$ cat src/rtl/regfile_writeback.sv
// regfile_writeback: write-side initiator for the register file.
// Merges ALU and load-unit results (valid/ready), buffers them in an in-order
// queue of QDEPTH entries and retires at most one register write per cycle.
// Reports pending-write hazards for two decode source addresses.
// Optional build macro WB_BYPASS_EN: an ALU result arriving while the queue
// is empty goes straight to the write port (one cycle earlier).
module regfile_writeback #(
  parameter int DEPTH  = 32,
  parameter int BITS   = 64,
  parameter int QDEPTH = 4,
  localparam int ADDR_W = $clog2(DEPTH)
) (
  input  logic              clk,
  input  logic              rst_n,
  input  logic              alu_valid,
  output logic              alu_ready,
  input  logic [ADDR_W-1:0] alu_rd,
  input  logic [BITS-1:0]   alu_data,
  input  logic              ld_valid,
  output logic              ld_ready,
  input  logic [ADDR_W-1:0] ld_rd,
  input  logic [BITS-1:0]   ld_data,
  output logic [ADDR_W-1:0] addressw,
  output logic [BITS-1:0]   writeData,
  output logic              writeEn,
  input  logic [ADDR_W-1:0] query1,
  input  logic [ADDR_W-1:0] query2,
  output logic              hazard1,
  output logic              hazard2,
  output logic              busy
);

  localparam int PTR_W = $clog2(QDEPTH);
  localparam int CNT_W = PTR_W + 1;
  localparam logic [CNT_W-1:0] C_QDEPTH = CNT_W'(QDEPTH);

  // Queue storage; entry validity is derived from the pointers and count.
  logic [ADDR_W-1:0] r_q_rd   [QDEPTH];
  logic [BITS-1:0]   r_q_data [QDEPTH];

  logic [PTR_W-1:0]  r_wr_ptr;
  logic [PTR_W-1:0]  r_rd_ptr;
  logic [CNT_W-1:0]  r_count;

  logic [CNT_W-1:0]  w_free;
  logic              w_alu_acc;
  logic              w_ld_acc;
  logic              w_alu_byp;
  logic              w_alu_enq;
  logic              w_ld_enq;
  logic              w_deq;
  logic              w_we0;
  logic              w_we1;
  logic [ADDR_W-1:0] w_rd0;
  logic [BITS-1:0]   w_data0;
  logic [PTR_W-1:0]  w_wr_ptr1;
  logic [1:0]        w_enq_n;
  logic [QDEPTH-1:0] w_hit1;
  logic [QDEPTH-1:0] w_hit2;

  // Readiness uses the registered count only; a same-cycle pop earns no credit.
  // The load needs two free slots when the ALU may take one in the same cycle.
  assign w_free    = C_QDEPTH - r_count;
  assign alu_ready = (w_free >= CNT_W'(1));
  assign ld_ready  = alu_valid ? (w_free >= CNT_W'(2)) : (w_free >= CNT_W'(1));
  assign w_alu_acc = alu_valid && alu_ready;
  assign w_ld_acc  = ld_valid && ld_ready;

`ifdef WB_BYPASS_EN
  assign w_alu_byp = w_alu_acc && (alu_rd != '0) && (r_count == '0);
`else
  assign w_alu_byp = 1'b0;
`endif

  // Writes to x0 complete the handshake but never occupy a slot.
  assign w_alu_enq = w_alu_acc && (alu_rd != '0) && !w_alu_byp;
  assign w_ld_enq  = w_ld_acc && (ld_rd != '0);
  assign w_deq     = (r_count != '0);

  // Slot r_wr_ptr takes the ALU entry if present, otherwise the load; the
  // load goes one slot further when both enqueue together.
  assign w_we0     = w_alu_enq || w_ld_enq;
  assign w_we1     = w_alu_enq && w_ld_enq;
  assign w_rd0     = w_alu_enq ? alu_rd : ld_rd;
  assign w_data0   = w_alu_enq ? alu_data : ld_data;
  assign w_wr_ptr1 = r_wr_ptr + PTR_W'(1);
  assign w_enq_n   = {1'b0, w_alu_enq} + {1'b0, w_ld_enq};

  // Queue storage write (no reset needed: validity comes from count).
  always_ff @(posedge clk) begin
    if (w_we0) begin
      r_q_rd[r_wr_ptr]   <= w_rd0;
      r_q_data[r_wr_ptr] <= w_data0;
    end
    if (w_we1) begin
      r_q_rd[w_wr_ptr1]   <= ld_rd;
      r_q_data[w_wr_ptr1] <= ld_data;
    end
  end

  // Pointer and occupancy bookkeeping; pointers wrap modulo QDEPTH.
  always_ff @(posedge clk or negedge rst_n) begin
    if (!rst_n) begin
      r_count  <= '0;
      r_wr_ptr <= '0;
      r_rd_ptr <= '0;
    end else begin
      r_count  <= r_count + CNT_W'(w_enq_n) - CNT_W'(w_deq);
      r_wr_ptr <= r_wr_ptr + PTR_W'(w_enq_n);
      r_rd_ptr <= r_rd_ptr + PTR_W'(w_deq);
    end
  end

  // Write port: pop the head, or take a bypassed ALU result, else idle (hold).
  always_ff @(posedge clk or negedge rst_n) begin
    if (!rst_n) begin
      addressw  <= '0;
      writeData <= '0;
      writeEn   <= 1'b0;
    end else if (w_deq) begin
      addressw  <= r_q_rd[r_rd_ptr];
      writeData <= r_q_data[r_rd_ptr];
      writeEn   <= 1'b1;
    end else if (w_alu_byp) begin
      addressw  <= alu_rd;
      writeData <= alu_data;
      writeEn   <= 1'b1;
    end else begin
      writeEn   <= 1'b0;
    end
  end

  // Per-slot hazard match: slot is live when its distance from the head is
  // below the occupancy count.
  for (genvar gi = 0; gi < QDEPTH; gi++) begin : g_slot
    logic [PTR_W-1:0] w_off;
    logic             w_live;
    assign w_off      = PTR_W'(gi) - r_rd_ptr;
    assign w_live     = ({1'b0, w_off} < r_count);
    assign w_hit1[gi] = w_live && (r_q_rd[gi] == query1);
    assign w_hit2[gi] = w_live && (r_q_rd[gi] == query2);
  end

  assign hazard1 = (query1 != '0) && ((|w_hit1) || (writeEn && (addressw == query1)));
  assign hazard2 = (query2 != '0) && ((|w_hit2) || (writeEn && (addressw == query2)));
  assign busy    = (r_count != '0) || writeEn;

endmodule

$ cat config.mk
export PLATFORM = sky130hd
export DESIGN_NAME = regfile_writeback
export DESIGN_NICKNAME = d
export VERILOG_FILES = /design/src/rtl/regfile_writeback.sv
export SDC_FILE = /design/constraint.sdc
export NUM_CORES = 1
export LEC_CHECK = 0
export BUFFER_PORTS_ARGS = -buffer_cell sky130_fd_sc_hd__buf_2
export CAP_MARGIN = 20
export CELL_PAD_IN_SITES_DETAIL_PLACEMENT = 0
export CELL_PAD_IN_SITES_GLOBAL_PLACEMENT = 1
export CORE_ASPECT_RATIO = 1.4
export CORE_MARGIN = 2
export CORE_UTILIZATION = 44
export DETAILED_ROUTE_END_ITERATION = 10
export PLACE_DENSITY_LB_ADDON = 0.1
export SLEW_MARGIN = 20
export SYNTH_ARGS = -nofsm -noshare
export SYNTH_HDL_FRONTEND = slang
export SYNTH_SLANG_ARGS = --single-unit
$ cat constraint.sdc
create_clock -name clk -period 7 [get_ports clk]
set_input_delay 0.35 -clock clk [delete_from_list [all_inputs] [get_ports clk]]
set_output_delay 0.35 -clock clk [all_outputs]
set_load 0.05 [all_outputs]
==> metrics.txt <==
status=complete, no violations; fill count=about 3,400; Critical Setup Path Class=reg -> reg; Worst-path clk slew=60 ps; internal power=6.20 mW; top post-synthesis cells by count=edfxtp_1 (276), mux2_2 (243), nand2_1 (209); Vias=around 10,000; synth unique cells=slightly above 40; Place WS=roughly 2700 ps; #FFs+latches synth=353; remaining antenna violation count=0; DRT iter0 DRCs=between 500 and 600; Comb power frac=0.426; setup bufs post-CTS=0; sequential power share=0.386; nets@finish=1,503; switching share of power=0.389; Rows=86; I/O pins=between 200 and 250; RSZ-0062 raised after global routing=no; worst hold path class=in -> reg; routed len/inst=22.9 um; max-slew violations=0; placed instance area=between 0.015 and 0.02 mm^2; core area=around 0.039 mm^2; initial antenna violation count=20; endpoints failing hold=0; RePlAce Congestion=0.824; largest net degree at the start of global routing=between 70 and 80; Die Y=~240 um; DRC errors left=0; Crit Path Max Fanout=62; synth warn=0; largest cells by area after synthesis=edfxtp_1 (48%), mux2_2 (16%), dfrtp_1 (11%), mux4_2 (8.9%), nand2_1 (4.5%); Final WS setup=~2700 ps; die area=0.0411 mm^2; # setup viols final=0; relative slew slack=0.240; DP HPWL=26.3 mm; WP data required=7290 ps; Avg Vias per Cell=5.31; Power Density=503 mW/mm^2; H-tree depth=2; Root Driver=clkbuf_16; Sw Pwr=3.94 mW; clock network fraction of design power=0.188; first-pass GRT wire length=65.8 mm; vias in the first global route=between 10,000 and 15,000; Num CTS Buffers=37; R2R cell count=10; total grt overflow=0; register area=0.0102 mm^2; Syn Std Cell Area=0.0174 mm^2; fin crit period=4350 ps; leading area contributor after synthesis=edfxtp_1; Max Cap Violations=0; Clock Sink Count=353; worst slew pin tran=roughly 1100 ps; IR drop worst, VDD=0.284 mV; sequential share of the synthesized area=0.588; Data arrival, critical path=4630 ps; Routed WL=between 40 and 50 mm; Post-synth top flop=edfxtp_1; CP startpoint kind=flip-flop; post-synth net total=1,291; multi-input logic area=0.00672 mm^2; hold path cells=2; fmax=0.230 GHz; Die Width=172 um; crit end category=flip-flop; Global Route Usage Sum=0.217; starting density of the core=0.443; Area growth, synth to finish=16.0%; Skew-Pair Late Insertion Delay=530 ps; fin area=0.0201 mm^2; synthesized instance count=1,123; Worst Skew=16.0 ps; number of synthesized flops with an enable pin=276; port buffer count=226; layout cells sized above 1=0.476; Synth top area share=0.477; cell with the most instances after synthesis=edfxtp_1; Pre-antenna DRT Iters=4; clk buf depth=3; Hold WS=151 ps; Synth Area per Inst=15.5 um^2; asr flop ratio synth=0.218; CTS tree=yes; final worst path period share=0.621; Lkg Pwr=7.79 nW
-- metrics by stage --
stage | power [mW] | TNS (ps) | utilization | instances
6_report | 10.1 | 0 | 0.514 | 1902
5_1_grt | 10.7 | 0 | 0.514 | 1900
4_1_cts | 10.3 | 0 | 0.513 | 1890
3_5_place_dp | 8.35 | 0 | 0.483 | 1822
3_3_place_gp | 8.30 | 0 | 0.483 | 1821
2_1_floorplan | 7.20 | -299710 | - | 1123
-- area by class of cell --
| class | count | share of cell area |
|---|---|---|
| timing repair buffer | 245 | 0.0647 |
| tap | 528 | 0.0328 |
| inverter | 14 | 0.00267 |
| multi-input combinational | 684 | 0.333 |
| sequential | 353 | 0.507 |
| clock buffer | 62 | 0.0562 |
| antenna | 11 | 0.00137 |
| clock inverter | 5 | 0.00149 |
-- repair_timing --
| action | in CTS | in global routing |
|---|---|---|
| hold buffers | 1 | 0 |
| hold endpoints to repair | 22 | 0 |
| resized for setup | 0 | 0 |
-- worst paths after layout --
check                                               start                   endpoint  slack (ps)
worst max register to register       r_count[1]$_DFF_PN0_  r_q_data[2][18]$_DFFE_PP_        2650
worst min-delay path                         alu_data[21]  r_q_data[0][21]$_DFFE_PP_         150
worst min register to register  writeData[35]$_DFFE_PN0N_  writeData[35]$_DFFE_PN0N_         460
min in group asynchronous                           rst_n   writeData[1]$_DFFE_PN0N_         270
max in group asynchronous                           rst_n      r_rd_ptr[0]$_DFF_PN0_        5460
worst max-delay path                 r_count[1]$_DFF_PN0_  r_q_data[2][18]$_DFFE_PP_        2650
-- sequential cells by signal, summed over array words and instances, names as in the netlist --
name / flops
writeEn: 1
writeData: 64
r_q_rd: 20
r_rd_ptr: 2
addressw: 5
r_wr_ptr: 2
r_count: 3
r_q_data: 256
-- critical path: stages, from the launching register on --
cell and delay (ps):
dfrtp_1 400, inv_1 190, ha_1 230, ha_4 210, or4b_4 210, o311a_1 440
ha_1 390, nand2_1 190, o21ai_4 420, buf_4 910, mux2_2 430
-- power by group through the flow --
| stage | Clock [mW] | Sequential (mW) | Combinational, mW |
|---|---|---|---|
| floorplan | 0 | 4.57 | 2.64 |
| global placement | 0 | 3.95 | 4.36 |
| detailed placement | 0 | 3.97 | 4.38 |
| CTS | 1.96 | 3.93 | 4.40 |
| global route | 2.03 | 4.02 | 4.67 |
| finish | 1.91 | 3.91 | 4.32 |
-- layer usage --
layer  share of wire  vias to the layer above  GRT usage
met4           0.023                       14     0.0662
met3           0.046                       68     0.0417
met5          0.0018                        -          0
met1            0.40                     5163      0.263
met2            0.53                      223      0.389
li1                -                     4636          -
-- placed cells by master, fill, tap and decap left out, types with 4 or more instances in the layout --
cell type	Yosys	routed
nand3_1	7	7
o21ai_4	3	4
clkbuf_1	31	16
xnor2_1	21	21
nand2_1	209	209
clkbuf_16	0	39
edfxtp_1	276	276
buf_4	20	17
o211ai_1	6	6
buf_2	7	225
xor2_1	35	35
inv_1	13	13
mux4_2	69	69
mux2_2	243	243
nor2_1	7	7
diode_2	0	11
nor3_1	5	5
dfrtp_1	77	75
ha_1	15	14
a21oi_1	6	6
clkbuf_8	0	7
mux2_4	30	30
-- logic make-up after synthesis --
logic type | count (synthesis) | share of synthesized area
simple gates | 242 | 0.0562
fa+ha+maj | 16 | 0.0120
compound gates | 25 | 0.0118
flops | 353 | 0.588
xor+xnor | 56 | 0.0282
buf+inv | 86 | 0.0288
mux | 345 | 0.275
(Power assumes the default switching activity.)
